<file path="src/rtl/request_unit_if.sv">
// Handshake bundle between the control unit, memory and request_unit.
// The master modport is the environment side, the slave modport is request_unit.
interface request_unit_if;
  logic        cu_iREN;
  logic        cu_dREN;
  logic        cu_dWEN;
  logic        cu_datomic;
  logic        cu_halt;
  logic [31:0] daddr;
  logic        ihit;
  logic        dhit;
  logic        iREN;
  logic        dREN;
  logic        dWEN;
  logic        pc_en;
  logic        sc_ok;
  logic        halted;

  modport master (
    output cu_iREN, cu_dREN, cu_dWEN, cu_datomic, cu_halt, daddr, ihit, dhit,
    input  iREN, dREN, dWEN, pc_en, sc_ok, halted
  );

  modport slave (
    input  cu_iREN, cu_dREN, cu_dWEN, cu_datomic, cu_halt, daddr, ihit, dhit,
    output iREN, dREN, dWEN, pc_en, sc_ok, halted
  );
endinterface

</file>
<file path="src/rtl/request_unit.sv">
// Sequences instruction fetches and data accesses to memory and pulses pc_en on retirement.
// Define ATOMIC_EN to compile in the LL/SC link register and sc_ok reporting.
module request_unit (
  input  logic          CLK,
  input  logic          nRST,
  request_unit_if.slave ru
);
  typedef enum logic [1:0] { FETCH, DACCESS, HALT } state_t;

  state_t state_q;
  logic   dren_q;
  logic   dwen_q;
  logic   halted_q;
  logic   pc_en_q;
  logic   fetch_done;
  logic   mem_op;
  logic   sc_fail;
  logic   pc_en_d;

`ifdef ATOMIC_EN
  logic        atomic_q;
  logic        sc_ok_q;
  logic        link_valid_q;
  logic [31:0] link_addr_q;
`else
  logic unused_atomic;
  assign unused_atomic = ^{ru.cu_datomic, ru.daddr};
`endif

  always_comb begin
    // NOTE: every signal written here is given a value first, so no latch can be inferred.
    sc_fail = 1'b0;
`ifdef ATOMIC_EN
    if (ru.cu_dWEN && ru.cu_datomic)
      sc_fail = !(link_valid_q && (link_addr_q == ru.daddr));
`endif
    // An ihit right after a retirement is dropped so pc_en never pulses twice in a row.
    fetch_done = (state_q == FETCH) && ru.ihit && !pc_en_q;
    mem_op     = ru.cu_dREN || ru.cu_dWEN;
    pc_en_d    = nRST && ((fetch_done && !ru.cu_halt && (!mem_op || sc_fail)) ||
                          ((state_q == DACCESS) && ru.dhit));
  end

  assign ru.iREN   = (state_q == FETCH) && ru.cu_iREN;
  assign ru.dREN   = dren_q;
  assign ru.dWEN   = dwen_q;
  assign ru.pc_en  = pc_en_d;
  assign ru.halted = halted_q;
`ifdef ATOMIC_EN
  assign ru.sc_ok  = sc_ok_q;
`else
  assign ru.sc_ok  = 1'b0;
`endif

  // NOTE: registers use non-blocking assignments so each one samples pre-edge values.
  always_ff @(posedge CLK or negedge nRST) begin
    if (!nRST) begin
      state_q      <= FETCH;
      dren_q       <= 1'b0;
      dwen_q       <= 1'b0;
      halted_q     <= 1'b0;
      pc_en_q      <= 1'b0;
`ifdef ATOMIC_EN
      // NOTE: the link address is ordinary flop storage, so it is cleared with everything else.
      atomic_q     <= 1'b0;
      sc_ok_q      <= 1'b0;
      link_valid_q <= 1'b0;
      link_addr_q  <= '0;
`endif
    end else begin
      pc_en_q <= pc_en_d;
      case (state_q)
        FETCH: begin
          if (fetch_done) begin
            if (ru.cu_halt) begin
              state_q  <= HALT;
              halted_q <= 1'b1;
            end else if (mem_op && !sc_fail) begin
              state_q  <= DACCESS;
              dren_q   <= ru.cu_dREN && !ru.cu_dWEN;
              dwen_q   <= ru.cu_dWEN;
`ifdef ATOMIC_EN
              atomic_q <= ru.cu_datomic;
            end else if (sc_fail) begin
              sc_ok_q  <= 1'b0;
`endif
            end
          end
        end
        DACCESS: begin
          if (ru.dhit) begin
            state_q <= FETCH;
            dren_q  <= 1'b0;
            dwen_q  <= 1'b0;
`ifdef ATOMIC_EN
            if (atomic_q && dwen_q) begin
              sc_ok_q      <= 1'b1;
              link_valid_q <= 1'b0;
            end else if (atomic_q) begin
              link_valid_q <= 1'b1;
              link_addr_q  <= ru.daddr;
            end else if (dwen_q && (ru.daddr == link_addr_q)) begin
              link_valid_q <= 1'b0;
            end
`endif
          end
        end
        HALT:    state_q <= HALT;
        default: state_q <= FETCH;
      endcase
    end
  end
endmodule

</file>
<file path="src/flat_wrapper.sv">
// flat-port wrapper written by rule: the top's interface ports become plain ports
module request_unit_flat 
  (CLK, nRST, ru_cu_iREN, ru_cu_dREN, ru_cu_dWEN, ru_cu_datomic, ru_cu_halt, ru_daddr, ru_ihit, ru_dhit, ru_iREN, ru_dREN, ru_dWEN, ru_pc_en, ru_sc_ok, ru_halted);
  request_unit_if ru_i ();
  input  logic CLK;
  input  logic nRST;
  input wire logic [$bits(ru_i.cu_iREN)-1:0] ru_cu_iREN;
  input wire logic [$bits(ru_i.cu_dREN)-1:0] ru_cu_dREN;
  input wire logic [$bits(ru_i.cu_dWEN)-1:0] ru_cu_dWEN;
  input wire logic [$bits(ru_i.cu_datomic)-1:0] ru_cu_datomic;
  input wire logic [$bits(ru_i.cu_halt)-1:0] ru_cu_halt;
  input wire logic [$bits(ru_i.daddr)-1:0] ru_daddr;
  input wire logic [$bits(ru_i.ihit)-1:0] ru_ihit;
  input wire logic [$bits(ru_i.dhit)-1:0] ru_dhit;
  output wire logic [$bits(ru_i.iREN)-1:0] ru_iREN;
  output wire logic [$bits(ru_i.dREN)-1:0] ru_dREN;
  output wire logic [$bits(ru_i.dWEN)-1:0] ru_dWEN;
  output wire logic [$bits(ru_i.pc_en)-1:0] ru_pc_en;
  output wire logic [$bits(ru_i.sc_ok)-1:0] ru_sc_ok;
  output wire logic [$bits(ru_i.halted)-1:0] ru_halted;
  assign ru_i.cu_iREN = ru_cu_iREN;
  assign ru_i.cu_dREN = ru_cu_dREN;
  assign ru_i.cu_dWEN = ru_cu_dWEN;
  assign ru_i.cu_datomic = ru_cu_datomic;
  assign ru_i.cu_halt = ru_cu_halt;
  assign ru_i.daddr = ru_daddr;
  assign ru_i.ihit = ru_ihit;
  assign ru_i.dhit = ru_dhit;
  assign ru_iREN = ru_i.iREN;
  assign ru_dREN = ru_i.dREN;
  assign ru_dWEN = ru_i.dWEN;
  assign ru_pc_en = ru_i.pc_en;
  assign ru_sc_ok = ru_i.sc_ok;
  assign ru_halted = ru_i.halted;
  request_unit u_core (.CLK(CLK), .nRST(nRST), .ru(ru_i));
endmodule
</file>
<file path="config.mk">
export PLATFORM = sky130hd
export DESIGN_NAME = request_unit_flat
export DESIGN_NICKNAME = d
export VERILOG_FILES = /design/src/rtl/request_unit_if.sv /design/src/rtl/request_unit.sv /design/src/flat_wrapper.sv
export SDC_FILE = /design/constraint.sdc
export NUM_CORES = 1
export LEC_CHECK = 0
export BUFFER_PORTS_ARGS = -buffer_cell sky130_fd_sc_hd__clkbuf_2
export CAP_MARGIN = 10
export CORE_AREA = 2 2 39 41
export DETAILED_ROUTE_END_ITERATION = 6
export DIE_AREA = 0 0 41 43
export PLACE_DENSITY_LB_ADDON = 0.15
export SETUP_SLACK_MARGIN = 0.02
export SYNTH_ARGS = -nofsm -noshare
export SYNTH_HDL_FRONTEND = slang
export SYNTH_SLANG_ARGS = --single-unit
</file>
<file path="constraint.sdc">
create_clock -name CLK -period 2.9 [get_ports CLK]
set_input_delay 0.58 -clock CLK [delete_from_list [all_inputs] [get_ports CLK]]
set_output_delay 0.58 -clock CLK [all_outputs]
set_load 0.01 [all_outputs]
</file>
==> impl_metrics.env, run 1 <==
export IMPL_grt_first_pass_wirelength_mm=1.21
export IMPL_ys_async_sr_fraction=1.00
export IMPL_wirelength_um=727
export IMPL_p_int_w=0.000178
export IMPL_setup_viol=0
export IMPL_postCtsResizedCells=0
export IMPL_grt_max_degree=9
export IMPL_hold_viol=0
export IMPL_core_um2=1380
export IMPL_worstPathMaxFanout=5
export IMPL_cpPeakStageDelay_ps=340
export IMPL_root_buffer="clkbuf_4"
export IMPL_final_common_cell="clkbuf_2"
export IMPL_finalPower_w=0.000255
export IMPL_start_util=0.239
export IMPL_arrival_ps=1490
export IMPL_slowest_stage="nor4b_4"
export IMPL_criticalPathCategory="primary input to primary output"
export IMPL_syn2layout_area_growth_pct=28.8
export IMPL_clkSlewWorstSetupHoldPaths_ps=50
export IMPL_final_cell_mix="clkbuf_2, dfrtp_1, nand2_1, nor2_1, clkbuf_4"
export IMPL_synthCells=33
export IMPL_fillers=153
export IMPL_power_frac_clock=0.294
export IMPL_seqCellArea_um2=150
export IMPL_finalNonFillerCells=63
export IMPL_dp_cells=60
export IMPL_grt_usage=0.105
export IMPL_synth_edf_count=0
export IMPL_min_path_type="primary input to async pin"
export IMPL_cp_start_kind="primary input"
export IMPL_outcome="completed"
export IMPL_post_cts_buffers=0
export IMPL_drtIter0Drc=5
export IMPL_drive_above_1_share=0.362
export IMPL_finish_instance_area_um2=425
export IMPL_cp_end_kind="primary output"
export IMPL_comb_power_share=0.249
export IMPL_startpoint="ru_cu_halt"
export IMPL_synth_warnings=0
export IMPL_pwr_share_seq=0.457
export IMPL_post_route_drc_count=0
export IMPL_r2r_start="u_core.state_q[0]"
export IMPL_path_cells="clkbuf_2, nor4b_4, nand2_1, a21oi_1, clkbuf_2"
export IMPL_worstRegToRegCells=2
export IMPL_clk_path_buf_depth=2
export IMPL_cts_tree="yes"
export IMPL_holdBufCountCts=0
export IMPL_first_pass_iters=4
export IMPL_required_ps=2320
export IMPL_placementRows=14
export IMPL_yosys_most_used_dff="dfrtp_1"
export IMPL_dieArea_um2=1760
export IMPL_power_leakage_nw=0.200
export IMPL_fin_skew_ps=5.96
export IMPL_r2r_end="u_core.ru.dREN"
export IMPL_cap_violations=0
export IMPL_multiInputGateArea_um2=165
export IMPL_synth_area_per_cell_um2=10.0
export IMPL_grt_pass1_vias=284
export IMPL_synth_seq_area_share=0.455
export IMPL_switching_share=0.301
export IMPL_antennaDiodeCount=0
export IMPL_synth_cell_types=19
export IMPL_io_buffers=12
export IMPL_rsz0062_at_grt="no"
export IMPL_timing_critical_path_mode_cell="clkbuf_2"
export IMPL_fmax_ghz=0.483
export IMPL_antenna_found_initial=0
export IMPL_min_period_ps=2070
export IMPL_ys_ff_latch=6
export IMPL_cp_top_family="simple AND/OR/NAND/NOR gates"
export IMPL_ant_nets=0
export IMPL_h_tree_depth=1
export IMPL_p_switching_w=0.0000767
export IMPL_syn_num_nets=74
export IMPL_cts_sink_count=6
export IMPL_finalSetupTns_ps=0
export IMPL_grt_ovfl_total=0
export IMPL_hpwlAfterDp_um=595
export IMPL_clock_latency_ps=240
export IMPL_vias=297
export IMPL_dieWidth_um=41
export IMPL_slew_violations=0
export IMPL_wire_per_inst_um=11.5
export IMPL_dpl_cell_area_um2=403
export IMPL_cts_buffers=3
export IMPL_die_h_um=43
export IMPL_r2r_slack_ps=1750
export IMPL_syn_area_um2=330
export IMPL_nets=90
export IMPL_gp_congestion=0.857
export IMPL_path_buf_inv=2
export IMPL_io_pins=47
export IMPL_period_share=0.714
export IMPL_ir_worst_vdd_mv=0.118
export IMPL_holdWs_ps=167
export IMPL_power_density_nw_per_um2=599
export IMPL_vias_per_cell=4.71
## through the flow
stage | worst slack (ps) | utilization
6_report | 828 | 0.307
3_3_place_gp | 799 | 0.291
2_1_floorplan | 1100 | -
4_1_cts | 814 | 0.307
3_5_place_dp | 819 | 0.291
5_1_grt | 754 | 0.307
## final cells by class
class / instances / share of cell area
Timing Repair Buffer: 12 / 0.141
Inverter: 2 / 0.0176
Multi-Input combinational cell: 24 / 0.388
Clock buffer: 3 / 0.0529
Tap cell: 16 / 0.0471
Sequential cell: 6 / 0.353
## how the worst max path moves through the flow
stage | end | slack (ps) | depth (start not counted)
finish | ru_pc_en | 830 | 5
global route | ru_pc_en | 750 | 5
CTS | ru_pc_en | 810 | 5
detailed placement | ru_pc_en | 820 | 5
global placement | ru_pc_en | 800 | 5
floorplan | ru_pc_en | 1100 | 3
## power by group through the flow
| stage | clock network (W) | logic [W] | registers [W] |
|---|---|---|---|
| floorplan | 0 | 0.0000356 | 0.000118 |
| global placement | 0 | 0.0000630 | 0.000117 |
| detailed placement | 0 | 0.0000643 | 0.000118 |
| CTS | 0.0000770 | 0.0000647 | 0.000117 |
| global route | 0.0000846 | 0.0000723 | 0.000119 |
| finish | 0.0000748 | 0.0000635 | 0.000116 |
## worst reg2reg max path: cells and delay by family (launching register included)
kind               cells  cell delay, ps
AOI/OAI and AO/OA      2             550
DFF                    1             470
## kinds of logic (layout without fill, tap and decap cells)
kind of cell	after synthesis	after routing	share of synthesized area
simple gates	13	13	0.261
buf+inv	3	17	0.0455
compound gates	10	10	0.227
other cells	1	1	0.0114
flops	6	6	0.455
## flip-flops by register name, indices dropped and copies added (netlist names)
name and cells:
u_core.state_q 2, u_core.ru.dWEN 1, u_core.ru.dREN 1, u_core.ru.halted 1, u_core.pc_en_q 1
## metal layers
metal / global-route usage / vias to the layer above / wire length [um]
met1: 0.148 / 140 / 318
li1: - / 146 / -
met4: 0.0867 / 0 / 0
met5: 0 / - / 0
met3: 0.0157 / 0 / 54
met2: 0.134 / 11 / 354
## synth_stat cells, drive strengths merged, types with 2 or more instances
cell | instances | area share
nand2 | 3 | 0.034
o311ai | 2 | 0.053
dfrtp | 6 | 0.45
o211ai | 2 | 0.045
a21oi | 3 | 0.057
nand2b | 2 | 0.038
inv | 2 | 0.023
nor2 | 3 | 0.034
Power figures use the tool's default switching activity.
==> inputs of run 2 (changes only) <==
Settings changed: ABC_AREA from default to 1, CORE_AREA 2 2 39 41 to default, CORE_MARGIN from default to 2, CORE_UTILIZATION from default to 26, DIE_AREA 0 0 41 43 to default.
Clock period 2.9 ns to 1.89 ns, I/O delays scaled along.
==> run 2 against run 1 <==
Net effect: die area fell by 3.6%; global-route usage barely moved; cell count rose by 27%; clock power rose by 66%; synthesized cell count rose by 45%; power rose by 150%; combinational power rose to 4.7 times the previous value; sequential power rose by 84%; sequential cell count did not move; setup slack got worse by 680 ps; critical path type is now flip-flop to primary output.
==> impl_metrics.env, run 2 <==
export IMPL_worstRegToRegCells=7
export IMPL_nets=108
export IMPL_clock_latency_ps=240
export IMPL_io_pins=47
export IMPL_arrival_ps=1360
export IMPL_slew_violations=0
export IMPL_finalPower_w=0.000634
export IMPL_synth_seq_area_share=0.417
export IMPL_r2r_start="u_core.state_q[1]"
export IMPL_min_from="nRST"
export IMPL_comb_power_share=0.468
export IMPL_syn_area_um2=360
export IMPL_power_density_nw_per_um2=1320
export IMPL_dieWidth_um=41.2
export IMPL_final_common_cell="clkbuf_2"
export IMPL_synth_warnings=0
export IMPL_largest_register_ffs=2
export IMPL_min_to="u_core.pc_en_q"
export IMPL_path_cells="nor2_4, nand2_2, nor2_2, nand2_1, a21boi_1, clkbuf_2"
export IMPL_vias_per_cell=4.23
export IMPL_vias=338
export IMPL_final_cell_mix="clkbuf_2, nand2_1, inv_1"
export IMPL_ys_async_sr_fraction=1.00
export IMPL_finalSetupTns_ps=0
export IMPL_outcome="completed"
export IMPL_hold_depth=2
export IMPL_syn_num_nets=89
export IMPL_fmax_ghz=0.574
export IMPL_root_buffer="clkbuf_4"
export IMPL_synthCells=48
export IMPL_yosys_most_used_dff="dfrtp_1"
export IMPL_yosysMostFrequentCell="nand2_1"
export IMPL_die_h_um=41.2
export IMPL_slowest_stage="dfrtp_1"
export IMPL_rsz0062_at_grt="no"
export IMPL_postCtsResizedCells=0
export IMPL_required_ps=1510
export IMPL_clk_path_buf_depth=2
export IMPL_synth_cell_types=16
export IMPL_start_util=0.277
export IMPL_clkSlewWorstSetupHoldPaths_ps=50
export IMPL_worstPathMaxFanout=4
export IMPL_regMostFlops="u_core.state_q"
export IMPL_dieArea_um2=1700
export IMPL_synth_top_family_by_area="simple AND/OR/NAND/NOR gates"
export IMPL_pwr_share_seq=0.336
export IMPL_synth_largest_area_cell="dfrtp_1"
export IMPL_grt_ovfl_total=0
export IMPL_path_buf_inv=1
export IMPL_cpPeakStageDelay_ps=440
export IMPL_r2r_slack_ps=730
export IMPL_ant_nets=0
export IMPL_cts_tree="yes"
export IMPL_synth_compound_area_share=0.0799
export IMPL_syn2layout_area_growth_pct=33.0
export IMPL_wirelength_um=741
export IMPL_min_path_type="primary input to flip-flop"
export IMPL_grt_pass1_vias=297
export IMPL_drtIter0Drc=1
export IMPL_wire_per_inst_um=9.26
export IMPL_hpwlAfterDp_um=577
export IMPL_yosys_area_share_adder=0
export IMPL_grt_first_pass_wirelength_mm=1.11
export IMPL_placementRows=13
export IMPL_antenna_found_initial=0
export IMPL_cts_sink_count=6
export IMPL_power_frac_clock=0.196
export IMPL_cts_buffers=3
export IMPL_power_leakage_nw=0.273
export IMPL_synth_edf_count=0
export IMPL_synth_area_per_cell_um2=7.51
export IMPL_drive_above_1_share=0.400
export IMPL_gp_congestion=0.672
export IMPL_ir_worst_vdd_mv=0.576
export IMPL_cp_start_kind="flip-flop"
export IMPL_first_pass_iters=2
export IMPL_p_int_w=0.000376
export IMPL_core_um2=1300
export IMPL_synth_xor_area_share=0
export IMPL_setup_viol=0
export IMPL_criticalPathCategory="flip-flop to primary output"
export IMPL_p_switching_w=0.000258
export IMPL_antennaDiodeCount=0
export IMPL_cp_end_kind="primary output"
export IMPL_cp_top_family="flip-flops"
export IMPL_h_tree_depth=1
export IMPL_r2r_end="u_core.ru.dWEN"
export IMPL_fin_skew_ps=0.687
export IMPL_switching_share=0.407
export IMPL_post_route_drc_count=0
export IMPL_yosys_top_cells_count="nand2_1, inv_1, dfrtp_1, nor2_1"
export IMPL_period_share=0.922
export IMPL_io_buffers=12
export IMPL_hold_viol=0
export IMPL_grt_max_degree=7
export IMPL_grt_usage=0.105
export IMPL_ys_ff_latch=6
export IMPL_synth_area_leaders="dfrtp_1, nand2_1, inv_1"
export IMPL_cap_violations=0
export IMPL_yosysTopAreaCellShare=0.417
export IMPL_synthSimpleGateAreaFrac=0.389
export IMPL_min_period_ps=1740
export IMPL_synth_area_mux_share=0
-- run 2: cell count changes after synthesis, sizes merged, moves of 2 or more --
cell / delta
a21oi: -3
nand3: +4
nand2b: -2
inv: +6
nand2: +11
o211ai: -2
nor2: +6
o311ai: -2
-- run 2: cells by family (layout without fill, tap and decap cells) --
logic type / count (synthesis) / count (layout)
buffers and inverters: 9 / 26
and+or+nand+nor: 28 / 28
DFF: 6 / 6
AOI/OAI and AO/OA: 4 / 4
other: 1 / 1
-- run 2: through the flow --
step                      instances   util  setup slack (ps)  cell area (um2)  hold slack [ps]
final                            80  0.368               147              479              408
after global routing             80  0.368              43.9              479              406
after CTS                        78  0.357              66.8              464              398
after detailed placement         74  0.332               345              432              222
after global placement           74  0.332               335              432              221
after floorplan                  48      -               502              360             82.4
-- run 2: power groups by stage --
stage	Clock, W	Sequential (W)	Combinational (W)
6_report	0.000124	0.000213	0.000297
5_1_grt	0.000135	0.000219	0.000336
4_1_cts	0.000130	0.000214	0.000264
3_5_place_dp	0	0.000216	0.000259
3_3_place_gp	0	0.000214	0.000263
2_1_floorplan	0	0.000222	0.000181
-- run 2: cell type report --
class | count | area (um2)
sequential | 6 | 150
clock buffer | 3 | 22.5
tap | 15 | 18.8
timing repair buffer | 15 | 85.1
inverter | 8 | 30.0
multi-input combinational | 33 | 173
fill | 156 | 822
-- run 2: timing repair --
action / CTS / global route
buffers inserted: 0 / 2
hold buffers: 1 / 0
endpoints found under the hold margin: 6 / 0
endpoints found under the setup margin: 0 / 1
-- run 2: worst max path at each step --
stage | start | to | depth (start not counted)
floorplan | u_core.state_q[1] | ru_pc_en | 5
global placement | u_core.state_q[1] | ru_pc_en | 6
detailed placement | u_core.state_q[1] | ru_pc_en | 6
CTS | u_core.state_q[1] | ru_pc_en | 6
global route | u_core.state_q[1] | ru_pc_en | 6
finish | u_core.state_q[1] | ru_pc_en | 6
-- run 2: layer usage --
layer | GRT usage | wire length [um]
met1 | 0.134 | 373
met2 | 0.148 | 319
met3 | 0.0489 | 48
met4 | 0.0484 | 0
met5 | 0 | 0
==> inputs of run 3 (changes only) <==
Settings changed: CORE_MARGIN 2 to default, CTS_CLUSTER_SIZE from default to 40.
==> run 3 against run 2 <==
Net effect: sequential cell count unchanged; critical path depth unchanged; first-iteration DRC count unchanged; sequential share of layout area up 1.0 points; clock skew up 0.97 ps; clock power down 8%; sequential power about the same; count of clock-buffer cells in the layout unchanged; worst hold slack better by 1.9 ps; die area down 9.5%; design area down 3.1%; non-clock buffer count down 2; largest cell class unchanged; largest power group unchanged.
==> impl_metrics.env, run 3 (synthesis results as in run 2) <==
export IMPL_outcome="completed"
export IMPL_power_leakage_nw=0.264
export IMPL_ant_nets=0
export IMPL_cts_sink_count=6
export IMPL_grt_ovfl_total=0
export IMPL_min_path_type="primary input to flip-flop"
export IMPL_hold_viol=0
export IMPL_cts_tree="yes"
export IMPL_postCtsResizedCells=0
export IMPL_cp_start_kind="flip-flop"
export IMPL_cp_end_kind="primary output"
export IMPL_antenna_found_initial=0
export IMPL_ir_worst_vdd_mv=0.466
export IMPL_setup_viol=0
export IMPL_dieArea_um2=1540
export IMPL_grt_usage=0.121
export IMPL_criticalPathCategory="flip-flop to primary output"
export IMPL_io_pins=47
export IMPL_wirelength_um=688
export IMPL_final_common_cell="clkbuf_2"
export IMPL_arrival_ps=1370
export IMPL_first_pass_iters=2
export IMPL_regMostFlops="u_core.state_q"
export IMPL_required_ps=1510
export IMPL_post_route_drc_count=0
export IMPL_clock_latency_ps=240
export IMPL_largest_register_ffs=2
export IMPL_dr_wl_met2_um=313
export IMPL_period_share=0.926
export IMPL_nets=106
export IMPL_finalSetupTns_ps=0
export IMPL_clkSlewWorstSetupHoldPaths_ps=40
export IMPL_vias=329
export IMPL_rsz0062_at_grt="no"
export IMPL_drive_above_1_share=0.381
export IMPL_grt_pass1_vias=296
export IMPL_grt_max_degree=7
export IMPL_slew_violations=0
export IMPL_min_period_ps=1750
export IMPL_io_buffers=12
export IMPL_h_tree_depth=1
export IMPL_met1_length_um=317
export IMPL_placementRows=13
export IMPL_hpwlAfterDp_um=591
export IMPL_cts_buffers=3
export IMPL_final_cell_mix="clkbuf_2, nand2_1, inv_1"
export IMPL_dieWidth_um=39.2
export IMPL_finalPower_w=0.000584
export IMPL_fin_skew_ps=1.66
export IMPL_grt_first_pass_wirelength_mm=1.19
export IMPL_clk_path_buf_depth=2
export IMPL_fmax_ghz=0.571
export IMPL_root_buffer="clkbuf_4"
export IMPL_top_layer="met3"
export IMPL_wire_per_inst_um=8.82
export IMPL_syn2layout_area_growth_pct=28.8
export IMPL_die_h_um=39.2
export IMPL_vias_per_cell=4.22
export IMPL_worstPathMaxFanout=5
export IMPL_power_density_nw_per_um2=1260
export IMPL_antennaDiodeCount=0
export IMPL_drtIter0Drc=1
export IMPL_core_um2=1300
export IMPL_cap_violations=0
export IMPL_routed_wl_met3_um=58
export IMPL_gp_congestion=0.676
export IMPL_start_util=0.277
export IMPL_post_cts_buffers=0
[run 3: changes by cell type in the layout (fill, tap and decap cells not counted), sizes merged]
cell | previous run | this run
buf | 2 | 0
[run 3: per-layer routing]
| metal | track usage | vias up |
|---|---|---|
| li1 | - | 175 |
| met1 | 0.144 | 144 |
| met2 | 0.188 | 10 |
| met3 | 0.0867 | 0 |
| met4 | 0 | 0 |
| met5 | 0 | - |
[run 3: final cells by class]
type,count,area (um2)
timing repair buffer,13,70.1
sequential,6,150
tap,15,18.8
fill,168,837
clock buffer,3,22.5
multi-input combinational,33,173
inverter,8,30.0
[run 3: final timing paths]
kind	depth (start not counted)	startpoint	endpoint	slack [ps]
setup reg to reg	6	u_core.state_q[1]	u_core.ru.dWEN	830
hold reg to reg	1	u_core.ru.halted	u_core.ru.halted	460
hold / removal	2	nRST	u_core.pc_en_q	410
min in group asynchronous	2	nRST	u_core.pc_en_q	550
setup / recovery	6	u_core.state_q[1]	ru_pc_en	140
max in group asynchronous	2	nRST	u_core.state_q[1]	1130
[run 3: through the flow]
step                      instance area (um2)   util  setup WS, ps  hold WS [ps]  std cells
after detailed placement                  432  0.332           346           218         74
after global routing                      464  0.357          27.9           412         78
after floorplan                           360      -           502          82.4         48
after global placement                    432  0.332           332           219         74
after CTS                                 464  0.357          78.2           405         78
final                                     464  0.357           140           410         78
[run 3: where the power goes]
group	internal, W	total [W]	switching [W]
clock	0.0000716	0.000114	0.0000423
sequential	0.000172	0.000215	0.0000424
combinational	0.0000987	0.000256	0.000157
[run 3: worst max-delay path, stage by stage (launching register included)]
cell,delay (ps)
dfrtp_1,430
nor2_4,170
nand2_2,60
nor2_2,90
nand2_1,50
a21boi_1,160
clkbuf_2,170
[run 3: what timing repair did]
action / 4_1_cts / 5_1_grt
hold buffers: 1 / 0
endpoints found under the hold margin: 6 / 0
endpoints found under the setup margin: 0 / 1
